$ cat src/rtl/alu_arbiter_pkg.sv
// Shared types and helpers for the ALU arbiter: operand width default,
// RV32 funct3/funct7 encodings and the requester-ID width function.
package alu_arbiter_pkg;

  localparam int XLEN_DEF = 32;

  typedef enum logic [2:0] {
    F3_ADD  = 3'b000,
    F3_SLL  = 3'b001,
    F3_SLT  = 3'b010,
    F3_SLTU = 3'b011,
    F3_XOR  = 3'b100,
    F3_SR   = 3'b101,
    F3_OR   = 3'b110,
    F3_AND  = 3'b111
  } funct3_e;

  typedef enum logic [6:0] {
    F7_BASE = 7'b0000000,
    F7_ALT  = 7'b0100000
  } funct7_e;

  function automatic int id_width(input int n);
    return (n <= 2) ? 1 : $clog2(n);
  endfunction

endpackage

$ cat src/rtl/alu_arbiter_if.sv
// Request, ALU-side and response signals of the ALU arbiter.
// The arbiter uses the slave view; requesters/ALU/consumer use the master view.
interface alu_arbiter_if #(
  parameter int NUM_REQ = 2,
  parameter int XLEN    = 32,
  parameter int ID_W    = 1
);
  logic [NUM_REQ-1:0]      req_valid;
  logic [NUM_REQ-1:0]      req_ready;
  logic [NUM_REQ*3-1:0]    req_funct3;
  logic [NUM_REQ*7-1:0]    req_funct7;
  logic [NUM_REQ*XLEN-1:0] req_op1;
  logic [NUM_REQ*XLEN-1:0] req_op2;
  logic [2:0]              alu_funct3;
  logic [6:0]              alu_funct7;
  logic [XLEN-1:0]         alu_operand1;
  logic [XLEN-1:0]         alu_operand2;
  logic [XLEN-1:0]         alu_result;
  logic                    alu_zero;
  logic                    rsp_valid;
  logic                    rsp_ready;
  logic [ID_W-1:0]         rsp_id;
  logic [XLEN-1:0]         rsp_data;
  logic                    rsp_zero;

  modport slave (
    input  req_valid, req_funct3, req_funct7, req_op1, req_op2,
    input  alu_result, alu_zero, rsp_ready,
    output req_ready, alu_funct3, alu_funct7, alu_operand1, alu_operand2,
    output rsp_valid, rsp_id, rsp_data, rsp_zero
  );

  modport master (
    output req_valid, req_funct3, req_funct7, req_op1, req_op2,
    output alu_result, alu_zero, rsp_ready,
    input  req_ready, alu_funct3, alu_funct7, alu_operand1, alu_operand2,
    input  rsp_valid, rsp_id, rsp_data, rsp_zero
  );
endinterface

$ cat src/rtl/alu_arbiter_rr_arbiter.sv
// Combinational round-robin picker: first set request at or after i_ptr,
// wrapping modulo NUM_REQ, reported as one-hot grant plus encoded index.
module alu_arbiter_rr_arbiter #(
  parameter int NUM_REQ = 2,
  parameter int ID_W    = 1
) (
  input  logic [NUM_REQ-1:0] i_req,
  input  logic [ID_W-1:0]    i_ptr,
  input  logic               i_en,
  output logic [NUM_REQ-1:0] o_grant,
  output logic [ID_W-1:0]    o_idx,
  output logic               o_any
);

  logic [NUM_REQ-1:0] w_rot;
  int                 w_sum;

  always_comb begin
    o_grant = '0;
    o_idx   = '0;
    o_any   = 1'b0;
    w_sum   = 0;
    // Rotate so bit 0 is the current priority holder, then take the lowest set bit.
    w_rot   = NUM_REQ'({i_req, i_req} >> i_ptr);
    if (i_en) begin
      for (int k = 0; k < NUM_REQ; k++) begin
        if (!o_any && w_rot[k]) begin
          o_any = 1'b1;
          w_sum = int'(i_ptr) + k;
        end
      end
      if (w_sum >= NUM_REQ) w_sum = w_sum - NUM_REQ;
      if (o_any) begin
        o_idx   = ID_W'(w_sum);
        o_grant = NUM_REQ'(1) << o_idx;
      end
    end
  end

endmodule

$ cat src/rtl/alu_arbiter.sv
// Shares one combinational ALU between NUM_REQ requesters: round-robin grant,
// operand steering and a single registered response slot with backpressure.
module alu_arbiter
  import alu_arbiter_pkg::*;
#(
  parameter int NUM_REQ = 2,
  parameter int XLEN    = XLEN_DEF,
  parameter int ID_W    = id_width(NUM_REQ)
) (
  input  logic        CLK,
  input  logic        RST_N,
  alu_arbiter_if.slave bus
);

  logic               r_rsp_valid;
  logic [XLEN-1:0]    r_rsp_data;
  logic               r_rsp_zero;
  logic [ID_W-1:0]    r_rsp_id;
  logic [ID_W-1:0]    r_rr_ptr;

  logic               w_accept;
  logic               w_any;
  logic [NUM_REQ-1:0] w_grant;
  logic [ID_W-1:0]    w_idx;

  // The slot can take a new result when empty or when it retires this cycle.
  assign w_accept = !r_rsp_valid || bus.rsp_ready;

  alu_arbiter_rr_arbiter #(
    .NUM_REQ(NUM_REQ),
    .ID_W   (ID_W)
  ) u_rr (
    .i_req  (bus.req_valid),
    .i_ptr  (r_rr_ptr),
    .i_en   (w_accept && RST_N),
    .o_grant(w_grant),
    .o_idx  (w_idx),
    .o_any  (w_any)
  );

  assign bus.req_ready = w_grant;

  always_comb begin
    bus.alu_funct3   = '0;
    bus.alu_funct7   = '0;
    bus.alu_operand1 = '0;
    bus.alu_operand2 = '0;
    if (w_any) begin
      bus.alu_funct3   = bus.req_funct3[int'(w_idx)*3 +: 3];
      bus.alu_funct7   = bus.req_funct7[int'(w_idx)*7 +: 7];
      bus.alu_operand1 = bus.req_op1[int'(w_idx)*XLEN +: XLEN];
      bus.alu_operand2 = bus.req_op2[int'(w_idx)*XLEN +: XLEN];
    end
  end

  always_ff @(posedge CLK) begin
    if (!RST_N) begin
      r_rsp_valid <= 1'b0;
      r_rsp_data  <= '0;
      r_rsp_zero  <= 1'b0;
      r_rsp_id    <= '0;
      r_rr_ptr    <= '0;
    end else if (w_accept) begin
      if (w_any) begin
        r_rsp_valid <= 1'b1;
        r_rsp_data  <= bus.alu_result;
        r_rsp_zero  <= bus.alu_zero;
        r_rsp_id    <= w_idx;
        r_rr_ptr    <= (w_idx == ID_W'(NUM_REQ - 1)) ? '0 : w_idx + 1'b1;
      end else begin
        r_rsp_valid <= 1'b0;
      end
    end
  end

  assign bus.rsp_valid = r_rsp_valid;
  assign bus.rsp_data  = r_rsp_data;
  assign bus.rsp_zero  = r_rsp_zero;
  assign bus.rsp_id    = r_rsp_id;

endmodule
$ cat src/flat_wrapper.sv
// flat-port wrapper written by rule: the top's interface ports become plain ports
module alu_arbiter_flat import alu_arbiter_pkg::*;
#(
  parameter int NUM_REQ = 2,
  parameter int XLEN    = XLEN_DEF,
  parameter int ID_W    = id_width(NUM_REQ)
)
  (CLK, RST_N, bus_req_valid, bus_req_funct3, bus_req_funct7, bus_req_op1, bus_req_op2, bus_alu_result, bus_alu_zero, bus_rsp_ready, bus_req_ready, bus_alu_funct3, bus_alu_funct7, bus_alu_operand1, bus_alu_operand2, bus_rsp_valid, bus_rsp_id, bus_rsp_data, bus_rsp_zero);
  alu_arbiter_if #(.NUM_REQ(NUM_REQ), .XLEN(XLEN), .ID_W(ID_W)) bus_i ();
  input  logic CLK;
  input  logic RST_N;
  input wire logic [$bits(bus_i.req_valid)-1:0] bus_req_valid;
  input wire logic [$bits(bus_i.req_funct3)-1:0] bus_req_funct3;
  input wire logic [$bits(bus_i.req_funct7)-1:0] bus_req_funct7;
  input wire logic [$bits(bus_i.req_op1)-1:0] bus_req_op1;
  input wire logic [$bits(bus_i.req_op2)-1:0] bus_req_op2;
  input wire logic [$bits(bus_i.alu_result)-1:0] bus_alu_result;
  input wire logic [$bits(bus_i.alu_zero)-1:0] bus_alu_zero;
  input wire logic [$bits(bus_i.rsp_ready)-1:0] bus_rsp_ready;
  output wire logic [$bits(bus_i.req_ready)-1:0] bus_req_ready;
  output wire logic [$bits(bus_i.alu_funct3)-1:0] bus_alu_funct3;
  output wire logic [$bits(bus_i.alu_funct7)-1:0] bus_alu_funct7;
  output wire logic [$bits(bus_i.alu_operand1)-1:0] bus_alu_operand1;
  output wire logic [$bits(bus_i.alu_operand2)-1:0] bus_alu_operand2;
  output wire logic [$bits(bus_i.rsp_valid)-1:0] bus_rsp_valid;
  output wire logic [$bits(bus_i.rsp_id)-1:0] bus_rsp_id;
  output wire logic [$bits(bus_i.rsp_data)-1:0] bus_rsp_data;
  output wire logic [$bits(bus_i.rsp_zero)-1:0] bus_rsp_zero;
  assign bus_i.req_valid = bus_req_valid;
  assign bus_i.req_funct3 = bus_req_funct3;
  assign bus_i.req_funct7 = bus_req_funct7;
  assign bus_i.req_op1 = bus_req_op1;
  assign bus_i.req_op2 = bus_req_op2;
  assign bus_i.alu_result = bus_alu_result;
  assign bus_i.alu_zero = bus_alu_zero;
  assign bus_i.rsp_ready = bus_rsp_ready;
  assign bus_req_ready = bus_i.req_ready;
  assign bus_alu_funct3 = bus_i.alu_funct3;
  assign bus_alu_funct7 = bus_i.alu_funct7;
  assign bus_alu_operand1 = bus_i.alu_operand1;
  assign bus_alu_operand2 = bus_i.alu_operand2;
  assign bus_rsp_valid = bus_i.rsp_valid;
  assign bus_rsp_id = bus_i.rsp_id;
  assign bus_rsp_data = bus_i.rsp_data;
  assign bus_rsp_zero = bus_i.rsp_zero;
  alu_arbiter #(.NUM_REQ(NUM_REQ), .XLEN(XLEN), .ID_W(ID_W)) u_core (.CLK(CLK), .RST_N(RST_N), .bus(bus_i));
endmodule
$ cat config.mk
export PLATFORM = sky130hd
export DESIGN_NAME = alu_arbiter_flat
export DESIGN_NICKNAME = d
export VERILOG_FILES = /design/src/rtl/alu_arbiter_pkg.sv /design/src/rtl/alu_arbiter_if.sv /design/src/rtl/alu_arbiter_rr_arbiter.sv /design/src/rtl/alu_arbiter.sv /design/src/flat_wrapper.sv
export SDC_FILE = /design/constraint.sdc
export NUM_CORES = 1
export LEC_CHECK = 0
export BUFFER_PORTS_ARGS = -buffer_cell sky130_fd_sc_hd__buf_2
export CORE_AREA = 2 2 116 118
export CTS_CLUSTER_DIAMETER = 30
export DETAILED_ROUTE_END_ITERATION = 10
export DIE_AREA = 0 0 118 120
export PLACE_DENSITY = 0.64
export SLEW_MARGIN = 10
export SYNTH_ARGS = -nofsm -noshare
export SYNTH_HDL_FRONTEND = slang
export SYNTH_SLANG_ARGS = --single-unit
$ cat constraint.sdc
create_clock -name CLK -period 1.3 [get_ports CLK]
set_clock_uncertainty 0.05 [all_clocks]
set_input_delay 0 -clock CLK [delete_from_list [all_inputs] [get_ports CLK]]
set_output_delay 0 -clock CLK [all_outputs]
set_load 0.02 [all_outputs]
# [Word-level counts from Yosys, hierarchy flattened]
# Index checks and enable logic that the tools add are counted.
[classes] addsub=3 n_mul=2 order_cmp=1 n_shift=6 mux=20 n_reduce_logical=6
[op_table] cell="$mux W32" count=4
[op_table] cell="$shiftx A64 B7 Y32" count=2
[op_table] cell="$ge A32 B3 Y1 const B" count=1
[op_table] cell="$shiftx A14 B32 Y7" count=1
[op_table] cell="$shiftx A6 B32 Y3" count=1
[op_table] cell="$mux W1" count=12
[op_table] cell="$mux W7" count=1
[op_table] cell="$mul A1 B3 Y4 const B" count=1
[op_table] cell="$mux W2" count=2
[op_table] cell="$shr A4 B1 Y2" count=1
[op_table] cell="$mul A1 B2 Y3 const B" count=1
[op_table] cell="$mux W3" count=1
[op_table] cell="$add A1 B1 Y2 const B" count=1
[op_table] cell="$logic_and A1 B1 Y1" count=2
[op_table] cell="$logic_not A1 Y1" count=2
[op_table] cell="$reduce_and A2 Y1" count=1
[op_table] cell="$shl A1 B1 Y2 const A" count=1
[op_table] cell="$add A1 B1 Y1 const B" count=1
[op_table] cell="$logic_or A1 B1 Y1" count=1
[op_table] cell="$sub A1 B1 Y1 const B" count=1
[word_totals] register_bits=36 input_bits=186 output_inout_bits=111 elab_cells=43

# [Longest topological paths before layout]
# Gate-level depths: netlist (run 1).
[depth] ltp_word=16 ltp_mapped=6 depth_no_buf=3

# [Modules after synthesis]
# A second synthesis (run 1) with hierarchy kept.
[hier_totals] cells_unflattened=337 hier_area_um2=2617.5
[modules_own_cells] mod="alu_arbiter" n_inst=1 cells_each=330 area_each_um2=2581.2 seq_area_each_um2=720.7
[modules_own_cells] mod="alu_arbiter_rr_arbiter" n_inst=1 cells_each=7 area_each_um2=36.3 seq_area_each_um2=0.0

# [Worst setup path before layout (run 1)]
# OpenSTA, ideal clock, no wires.
[synth_timing] path_kind="reg-to-output" startpoint="reg u_core.r_rsp_valid (netlist: u_core.bus.rsp_valid)" endpoint="out bus_alu_funct7[4]" arrival_ns=1.369 required_ns=1.250 path_slack_ns=-0.119 stages_incl_launch_ff=6 n_path_buf=2 cell_sequence="dfxtp_1 > nand2b_2 > o2111ai_2 > buf_4 > buf_6 > a221oi_2"
[synth_between] elab_chain_cells=7 elab_cells_between_ends=8 classes_between="mul: 1; shift: 1; mux: 3; reduce/logical: 3"
[synth_rtl] element="start: declaration" line_no="alu_arbiter.sv:15" text="logic r_rsp_valid;"
[synth_rtl] element="start signal: assignment" line_no="alu_arbiter.sv:58" text="r_rsp_valid <= 1'b0;"
[synth_rtl] element="start signal: assignment" line_no="alu_arbiter.sv:65" text="r_rsp_valid <= 1'b1;"
[synth_rtl] element="start signal: assignment" line_no="alu_arbiter.sv:71" text="r_rsp_valid <= 1'b0;"
[synth_rtl] element="$logic_not A1 Y1 *" line_no="alu_arbiter.sv:27" text="assign w_accept = !r_rsp_valid || bus.rsp_ready;"
[synth_rtl] element="$logic_or A1 B1 Y1 *" line_no="alu_arbiter.sv:27"
[synth_rtl] element="$logic_and A1 B1 Y1 *" line_no="alu_arbiter.sv:35" text=".i_en (w_accept && RST_N),"
[synth_rtl] element="$mux W1" line_no="alu_arbiter_rr_arbiter.sv:25" text="if (i_en) begin"
[synth_rtl] element="$mul A1 B3 Y4" line_no="alu_arbiter.sv:50" text="bus.alu_funct7 = bus.req_funct7[int'(w_idx)*7 +: 7];"
[synth_rtl] element="$shiftx A14 B32 Y7" line_no="alu_arbiter.sv:50"
[synth_rtl] element="$mux W7 *" line_no="alu_arbiter.sv:48" text="if (w_any) begin"
[synth_rtl] element="end: declaration" line_no="flat_wrapper.sv:22" text="output wire logic [$bits(bus_i.alu_funct7)-1:0] bus_alu_funct7;"
# Mark *: on every way between the ends. The rest lies on a longest branch, timed or not.

# [Worst setup path after layout (run 1)]
[layout_timing] startpoint="reg u_core.r_rsp_valid (netlist: u_core.bus.rsp_valid)" endpoint="out bus_alu_operand1[14]"
[layout_between] elab_chain_cells=6 elab_cells_between_ends=7 classes_between="shift: 1; mux: 3; reduce/logical: 3"
[layout_rtl] element="$logic_not A1 Y1 *" line_no="alu_arbiter.sv:27"
[layout_rtl] element="$logic_or A1 B1 Y1 *" line_no="alu_arbiter.sv:27"
[layout_rtl] element="$logic_and A1 B1 Y1 *" line_no="alu_arbiter.sv:35"
[layout_rtl] element="$mux W1" line_no="alu_arbiter_rr_arbiter.sv:25"
[layout_rtl] element="$shiftx A64 B7 Y32" line_no="alu_arbiter.sv:51" text="bus.alu_operand1 = bus.req_op1[int'(w_idx)*XLEN +: XLEN];"
[layout_rtl] element="$mux W32 *" line_no="alu_arbiter.sv:48"
[layout_rtl] element="end: declaration" line_no="flat_wrapper.sv:23" text="output wire logic [$bits(bus_i.alu_operand1)-1:0] bus_alu_operand1;"
# Marked as above.

==> run_results.csv, run 1 <==
group,metric,value,unit
outcome,status,"complete, but fails checks",
outcome,violations,"negative setup slack",
global_routing,grt_max_degree,32,
finish,final_cell_mix,"buf_2 (220), buf_6 (78), o221a_1 (41), inv_1 (36)",
route,postRouteAntennaNets,0,
route,drtIter0Drc,185,
worst_hold_path,hold_path_end,"u_core.bus.rsp_valid$_SDFFE_PN0N_",
clock_network,tritoncts,"done",
placed_design,place_congestion,0.886,
synth,synth_area_per_cell,9.53,um^2
worst_setup_path,r2r_cells,5,
synth,syn-num-nets,443,
placed_design,dpl.cell_count,713,
global_routing,grtUsageTotal,18.2,%
synth,synthAdderAreaFrac,0,%
worst_setup_path,r2r_slack,60,ps
timing,final_max_slew_viol_count,0,
clock_network,clock_latency,270,ps
clock_network,cts_buffers,5,
die,die_h,120,um
clock_network,cts_buffer_depth,2,
finish,nets,788,
global_routing,grt_pass1_wl,20100,um
route,wl,14200,um
timing,rsz0062_at_grt,"true",
die,ios,297,
power_and_ir_drop,powerDensity,826,nW/um^2
route,drc_errors,0,
clock_network,clock-sinks,36,
synth,synth_mux_area_share,13.5,%
synth,synth.largest_area_cell,"dfxtp_1",
synth,synth_top_family_by_area,"compound AO/OA/AOI/OAI gates",
synth,synth_xor_area_share,0,%
finish,drive_gt1_share,64.2,%
synth,synth_compound_gate_area_share,36.0,%
route,viasPerCell,4.51,
placed_design,pre_cts_slack,-152,ps
power_and_ir_drop,total_leakage_power,3.06,nW
global_routing,antenna_found_initial,5,
synth,synth_top_area_share,29.4,%
timing,worst_slew_pin_slew,247,ps
route,drt_first_pass_iters,4,
synth,yosys-top-cells-area,"dfxtp_1 (29%), o221a_1 (25%), mux2i_1 (13%)",
worst_setup_path,r2r-end,"u_core.bus.rsp_id$_SDFFE_PN0P_",
job,cap_violations,0,
die,row_count,42,
worst_setup_path,regToRegStartpoint,"u_core.r_rr_ptr$_SDFFE_PN0P_",
clock_network,cts_root_buffer,"clkbuf_16",
route,vias,3522,
timing,fin_crit_sh,124,%
timing,hold_viol_final,0,
timing,relSlewSlack,83.5,%
worst_hold_path,holdCritStartpoint,"bus_rsp_ready",
die,dieArea,14200,um^2
worst_setup_path,timing.critical_path.from,"u_core.bus.rsp_valid$_SDFFE_PN0N_",
synth,yosys_warnings,0,
finish,final_common_cell,"buf_2",
timing,tns,-21110,ps
worst_hold_path,whs_path_depth,3,
die,die_w,118,um
route,wire_per_inst,18.2,um
worst_hold_path,hp-class,"in -> reg",
worst_setup_path,required,1250,ps
worst_setup_path,startpoint_type,"flip-flop",
clock_network,cts_max_level,2,
global_routing,gr-total-overflow,0,
worst_setup_path,crit_type,"reg -> out",
placed_design,dp_hpwl,9280,um
synth,synth_seq_cells,36,
worst_setup_path,critPathMaxFanout,6,
power_and_ir_drop,ir_worst_vdd,0.565,mV
die,core-area,13000,um^2
finish,area_growth,137,%
finish,instances_no_fill,781,
timing,max_freq,0.620,GHz
timing,final-setup-viol-count,76,
synth,netlist_instances,257,
synth,yosysSeqAreaShare,29.4,%
clock_network,clk_pin_slew,60,ps
worst_setup_path,arrival,1560,ps
placed_design,numPortBuffers,296,
die,initial_core_util,18.9,%
timing,finalCriticalPeriod,1610,ps
synth,syn_area,2450,um^2
timing,worst_slack,-312,ps
synth,ys_types,21,
worst_setup_path,cp-end-kind,"primary output",
synth,synth-simple-area-share,6.54,%
global_routing,grt_pass1_vias,3543,
## kinds of logic (layout without fill, tap and decap cells)
kind of cell	Yosys count	in the layout
other cells	0	2
mux	33	33
compound gates	79	79
flops	36	36
buf+inv	70	416
simple gates	39	39
## state kept, by name (all words and copies together), names as in the netlist
name	flops
u_core.bus.rsp_data	32
u_core.bus.rsp_valid	1
u_core.bus.rsp_id	1
u_core.bus.rsp_zero	1
u_core.r_rr_ptr	1
## critical path: stages, from the launching register on
cell      delay, ps
dfxtp_2         330
nand2b_4         80
and3b_4         220
buf_6           120
buf_12          110
buf_16          110
o221a_2         160
buf_4           130
## worst max-delay path by stage
stage | endpoint | cells after the start | slack (ps)
6_report | bus_alu_operand1[14] | 7 | -310
5_1_grt | bus_alu_operand1[25] | 5 | -380
4_1_cts | bus_alu_operand1[24] | 7 | -350
3_5_place_dp | bus_alu_operand2[29] | 5 | -150
3_3_place_gp | bus_alu_funct7[1] | 5 | -100
2_1_floorplan | bus_alu_funct3[0] | 5 | -50
## synth_stat cells
master     instances
mux2i_1           33
o221a_2           18
inv_1             36
inv_2              1
o21a_1             1
o2111ai_2          1
o211a_1            1
a21boi_0           1
clkbuf_1           7
nand2b_2           1
o221a_1           55
buf_4              9
dfxtp_1           36
nor2_1             2
nand3b_1           1
nand2_1           34
and3b_1            1
buf_2             11
buf_6              6
o21ai_1            1
a221oi_2           1
## layer usage
layer	share of wire, %	up-vias	track usage (%)
met1	38	1624	20.1
met5	0.21	-	0
met3	6.8	32	5.37
li1	-	1666	-
met4	2.8	4	5.95
met2	53	196	33.5
## where the power goes
part / switching [mW] / internal, mW / total, mW
clock network: 0.470 / 0.901 / 1.37
logic: 1.03 / 1.14 / 2.17
registers: 0.0496 / 1.21 / 1.26
total: 1.55 / 3.25 / 4.80
## cell type report
class	count	area, um^2
Inverter	37	139
Multi-Input combinational cell	151	1610
Clock inverter	3	42.5
Tap cell	176	220
Timing Repair Buffer	371	2950
Antenna cell	2	5.00
Clock buffer	5	125
Fill cell	1225	7170
Sequential cell	36	726
## repair_timing
item / CTS / global route
gates resized for setup: 159 / 34
hold buffers: 33 / 0
endpoints found under the setup margin: 76 / 90
hold endpoints to repair: 33 / 0
pin swaps: 19 / 19
setup buffers: 14 / 3
gates cloned: 8 / 4
## stage by stage
stage / util, % / hold slack, ps / power, mW / instance area [um^2]
floorplan: - / 82.3 / 2.17 / 2510
global placement: 32.7 / 187 / 2.83 / 4240
detailed placement: 32.7 / 191 / 2.84 / 4240
CTS: 43.6 / 11.2 / 4.76 / 5660
global route: 44.8 / 48.0 / 5.02 / 5810
finish: 44.8 / 13.7 / 4.80 / 5810
(Power assumes the default switching activity.)
==> inputs of run 2 (changes only) <==
- ABC_AREA: unset -> 1
- PLACE_DENSITY: 0.64 -> 0.67
==> run 2 against run 1 <==
The flow still finishes with violations (negative setup slack). Worst hold slack better by 95 ps. Non-clock buffer count is 10 higher. Power is 2.9% higher. Largest cell class unchanged. Fmax is 0.83% lower.
==> run_results.csv, run 2 <==
group,metric,value,unit
die,die_h,120,um
synth,synth_area_per_cell,5.07,um^2
worst_setup_path,required,1250,ps
global_routing,grt_pass1_vias,4460,
finish,drive_gt1_share,58.2,%
clock_network,clock_latency,270,ps
synth,netlist_instances,563,
synth,synthFlopType,"dfxtp_1",
die,ios,297,
clock_network,cts_root_buffer,"clkbuf_16",
finish,antenna_cells,0,
route,wl,15900,um
route,vias,4738,
timing,worst_slack,-326,ps
global_routing,grtUsageTotal,18.6,%
worst_setup_path,crit_type,"reg -> out",
clock_network,tritoncts,"done",
synth,synth_enable_flop_cells,0,
clock_network,cts_max_level,2,
route,drtIter0Drc,202,
die,dieArea,14200,um^2
global_routing,antenna_found_initial,0,
timing,hold_viol_final,0,
synth,ys_types,15,
power_and_ir_drop,power,4.94,mW
global_routing,gr-total-overflow,0,
timing,holdWs,108,ps
synth,yosys-top-cells-area,"nand2_1 (29%), dfxtp_1 (25%), nor2_1 (20%)",
clock_network,clk_pin_slew,50,ps
global_routing,grt_max_degree,31,
synth,yosysSeqAreaShare,25.2,%
die,die_w,118,um
finish,area_growth,139,%
power_and_ir_drop,ir_worst_vdd,0.440,mV
clock_network,cts_buffers,5,
finish,final_common_cell,"buf_2",
synth,yosys_warnings,0,
timing,final-setup-viol-count,101,
synth,async_flop_share,0,%
synth,synth_top_area_share,28.9,%
timing,fin_crit_sh,125,%
placed_design,place_congestion,0.780,
finish,fin_util,52.6,%
synth,syn-num-nets,749,
timing,worst_slew_pin_slew,318,ps
synth,synth_seq_cells,36,
route,drt_first_pass_iters,4,
finish,multi_input_area,2310,um^2
synth,synthMostInstantiatedCell,"nand2_1",
timing,relSlewSlack,78.8,%
worst_setup_path,startpoint_type,"flip-flop",
worst_setup_path,cp-end-kind,"primary output",
die,core-area,13000,um^2
synth,syn_area,2860,um^2
die,row_count,42,
timing,tns,-23810,ps
finish,largest_reg_flops,32,
finish,nets,1102,
outcome,violations,"negative setup slack",
clock_network,clock-sinks,36,
outcome,status,"complete, but fails checks",
synth,yosys-top-cells-count,"nand2_1 (220), nor2_1 (149), inv_1 (77), dfxtp_1 (36), nand3_1 (34)",
global_routing,grt_pass1_wl,21300,um
synth,synth.largest_area_cell,"nand2_1",
placed_design,numPortBuffers,296,
route,drc_errors,0,
timing,final_max_slew_viol_count,0,
die,initial_core_util,22.0,%
timing,rsz0062_at_grt,"true",
worst_setup_path,arrival,1580,ps
route,viasPerCell,4.34,
finish,regArea,723,um^2
timing,max_freq,0.615,GHz
power_and_ir_drop,total_leakage_power,3.86,nW
job,cap_violations,0,
placed_design,dp_hpwl,8680,um
clock_network,cts_buffer_depth,2,
power_and_ir_drop,powerDensity,724,nW/um^2
worst_hold_path,hp-class,"in -> reg",
finish,final_cell_mix,"buf_2 (221), nand2_1 (163), nor2_2 (79), inv_1 (76), buf_6 (59)",
timing,finalCriticalPeriod,1630,ps
route,wire_per_inst,14.6,um
finish,fillers,1221,
route,postRouteAntennaNets,0,
worst_setup_path,critPathMaxFanout,6,
==> run 2: cell types whose count changed in the layout (fill, tap and decap cells not counted), sizes merged, moves of 2 or more <==
cell	before	now
nor2	2	150
a21oi	0	5
nand2	34	221
diode	2	0
inv	37	81
clkbuf	8	13
o221a	73	0
nand3	0	34
buf	335	342
mux2i	33	0
==> run 2: logic make-up after synthesis <==
kind of cell           share of synthesized area (%)
AND/OR/NAND/NOR                                 55.2
AO/OA/AOI/OAI                                   1.05
flip-flops                                      25.2
buffers and inverters                           18.5
==> run 2: stage by stage <==
stage / instances / cell area [um^2] / setup slack, ps
final: 1092 / 6820 / -326
after global routing: 1092 / 6820 / -391
after CTS: 1081 / 6130 / -308
after detailed placement: 1021 / 4720 / -89.6
after global placement: 1021 / 4720 / -59.7
after floorplan: 563 / 3010 / 10.5
==> run 2: worst paths after layout <==
path | from | end | slack, ps | cells after the start
setup / recovery | u_core.r_rr_ptr$_SDFFE_PN0P_ | bus_alu_operand1[10] | -330 | 8
setup reg to reg | u_core.bus.rsp_valid$_SDFFE_PN0N_ | u_core.bus.rsp_data[9]$_SDFFE_PN0P_ | -220 | 10
hold reg to reg | u_core.bus.rsp_data[21]$_SDFFE_PN0P_ | u_core.bus.rsp_data[21]$_SDFFE_PN0P_ | 410 | 2
hold / removal | bus_req_valid[0] | u_core.r_rr_ptr$_SDFFE_PN0P_ | 110 | 5
==> run 2: power breakdown <==
group,internal [mW],total (mW),switching [mW]
Clock,0.803,1.22,0.414
Combinational,1.18,2.47,1.29
Sequential,1.20,1.26,0.0545
==> run 2: critical path, stage by stage, from the launching register on <==
cell and delay (ps):
dfxtp_2 340, inv_2 60, a21oi_4 150, nand2_4 90
buf_12 150, clkbuf_16 170, nor2_2 160, nor2_2 70
buf_6 130
==> run 2: repair_timing <==
item                                    in CTS  in global routing
gates cloned                                11                  8
endpoints found under the setup margin      76                108
setup buffers                               10                  4
hold endpoints to repair                    33                  0
pin swaps                                   28                 28
gates resized for setup                    174                145
hold buffers                                33                  0
==> run 2: metal layers <==
| metal | vias to the layer above | global-route usage, % | share of wire (%) |
|---|---|---|---|
| met2 | 236 | 36.5 | 55 |
| met1 | 2136 | 20.1 | 36 |
| met4 | 0 | 5.50 | 2.4 |
| met5 | - | 0 | 0 |
| li1 | 2335 | - | - |
| met3 | 31 | 3.09 | 6.5 |
==> run 2: layout make-up <==
type | count | area share, %
inverters | 81 | 4.46
well taps | 176 | 3.23
clock buffers | 7 | 2.24
flip-flops and latches | 36 | 10.6
repair buffers | 381 | 45.6
multi-input cells | 411 | 33.9
==> inputs of run 3 (changes only) <==
- ABC_AREA: 1 -> unset
- PLACE_DENSITY: 0.67 -> 0.64
- TNS_END_PERCENT: unset -> 5
==> run 3 against run 2 <==
The run still ends with negative setup slack left. Non-clock buffer count shrank 17. First-iteration DRC count grew 27%. Sequential power is essentially flat. Power shrank 8.4%. Critical path depth shrank 2. Clock-buffer cell count shrank 1. Combinational power shrank 18%. Sequential share of layout area grew 2.6 points. Register-to-register slack gained 180 ps. Fmax shrank 2.4%. Via count shrank 26%.
==> run_results.csv, run 3 (synthesis results as in run 1) <==
group,metric,value,unit
outcome,status,"complete, but fails checks",
job,cap_violations,0,
finish,fin_util,42.3,%
placed_design,place_congestion,0.883,
route,wl,12700,um
power_and_ir_drop,ir_worst_vdd,0.518,mV
die,ios,297,
die,die_w,118,um
global_routing,gr-total-overflow,0,
route,drt_first_pass_iters,4,
timing,holdWs,14.9,ps
timing,rsz0062_at_grt,"true",
worst_setup_path,crit_type,"reg -> out",
global_routing,grtUsageTotal,16.6,%
clock_network,cts_max_level,2,
die,core-area,13000,um^2
timing,worst_slew_pin_slew,395,ps
die,initial_core_util,18.9,%
global_routing,met3_usage,4.47,%
route,drc_errors,0,
global_routing,grt_pass1_wl,18600,um
global_routing,antenna_found_initial,2,
clock_network,cts_buffer_depth,2,
timing,final-setup-viol-count,77,
global_routing,use_met2,31.4,%
finish,final_common_cell,"buf_2",
worst_setup_path,required,1250,ps
timing,fin_crit_sh,128,%
clock_network,tritoncts,"done",
placed_design,pre_cts_slack,-89.1,ps
clock_network,clk_pin_slew,50,ps
route,vias,3498,
global_routing,grt_max_degree,46,
placed_design,placed_area,4200,um^2
route,drtIter0Drc,257,
finish,largest_reg_flops,32,
finish,nets,781,
worst_setup_path,regToRegStartpoint,"u_core.bus.rsp_valid$_SDFFE_PN0N_",
global_routing,grt.busiest_layer,"met2",
finish,fin_area,5500,um^2
timing,final_max_slew_viol_count,0,
route,postRouteAntennaNets,0,
outcome,violations,"negative setup slack",
timing,finalCriticalPeriod,1670,ps
worst_setup_path,cp-end-kind,"primary output",
placed_design,numPortBuffers,296,
finish,final_cell_mix,"buf_2 (229), buf_6 (59), o221a_1 (49), inv_1 (36)",
placed_design,dp_hpwl,8710,um
die,die_h,120,um
worst_setup_path,critPathMaxFanout,11,
global_routing,use_met1,18.1,%
power_and_ir_drop,total_leakage_power,2.93,nW
worst_setup_path,startpoint_type,"flip-flop",
worst_setup_path,timing.critical_path.from,"u_core.bus.rsp_valid$_SDFFE_PN0N_",
power_and_ir_drop,powerDensity,823,nW/um^2
worst_hold_path,holdCritStartpoint,"bus_req_valid[0]",
die,row_count,42,
clock_network,cts_root_buffer,"clkbuf_16",
route,wire_per_inst,16.5,um
clock_network,cts_buffers,5,
finish,area_growth,124,%
worst_setup_path,arrival,1620,ps
timing,hold_viol_final,0,
finish,drive_gt1_share,62.2,%
timing,max_freq,0.601,GHz
timing,worst_slack,-365,ps
clock_network,clock-sinks,36,
die,dieArea,14200,um^2
power_and_ir_drop,power,4.52,mW
worst_hold_path,hp-class,"in -> reg",
clock_network,clock_latency,280,ps
global_routing,grt_pass1_vias,3505,
route,viasPerCell,4.52,
timing,relSlewSlack,73.7,%
run 3: critical path, stage by stage, from the launching register on:
cell	delay, ps
dfxtp_2	330
nand2b_4	90
and3b_4	300
buf_6	150
clkbuf_16	150
o221a_1	200
buf_6	130
run 3: report_power, final:
| group | switching [mW] | total [mW] | internal, mW |
|---|---|---|---|
| logic | 0.979 | 2.03 | 1.05 |
| clock network | 0.468 | 1.23 | 0.766 |
| registers | 0.0535 | 1.26 | 1.21 |
run 3: per-layer routing:
layer | vias up | share of wire [%]
met1 | 1650 | 38
met5 | - | 0
met2 | 175 | 53
met3 | 18 | 7.3
met4 | 0 | 2.2
li1 | 1655 | -
run 3: layout make-up:
type	instances	area, um^2
fill	1239	7480
timing repair buffer	364	2750
multi-input combinational	151	1510
sequential	36	723
tap	176	220
clock buffer	6	139
inverter	37	139
clock inverter	2	13.8
antenna	2	5.00
run 3: worst paths after layout:
kind,end,slack [ps],cells past startpoint
worst max register to register,u_core.bus.rsp_id$_SDFFE_PN0P_,-40,6
worst min register to register,u_core.bus.rsp_id$_SDFFE_PN0P_,400,2
worst min-delay path,u_core.bus.rsp_valid$_SDFFE_PN0N_,10,3
worst max-delay path,bus_alu_operand2[8],-370,6
run 3: timing repair:
item / CTS / global route
endpoints found under the hold margin: 34 / 0
cloned: 6 / 1
pin swaps: 22 / 17
buffers inserted: 5 / 2
resized for setup: 118 / 36
endpoints found under the setup margin: 76 / 76
hold buffers: 34 / 0
run 3: stage by stage:
| step | setup TNS (ps) | instances |
|---|---|---|
| after floorplan | -1810 | 257 |
| after global placement | -1210 | 716 |
| after detailed placement | -2750 | 716 |
| after CTS | -24190 | 769 |
| after global routing | -28100 | 774 |
| final | -24110 | 774 |
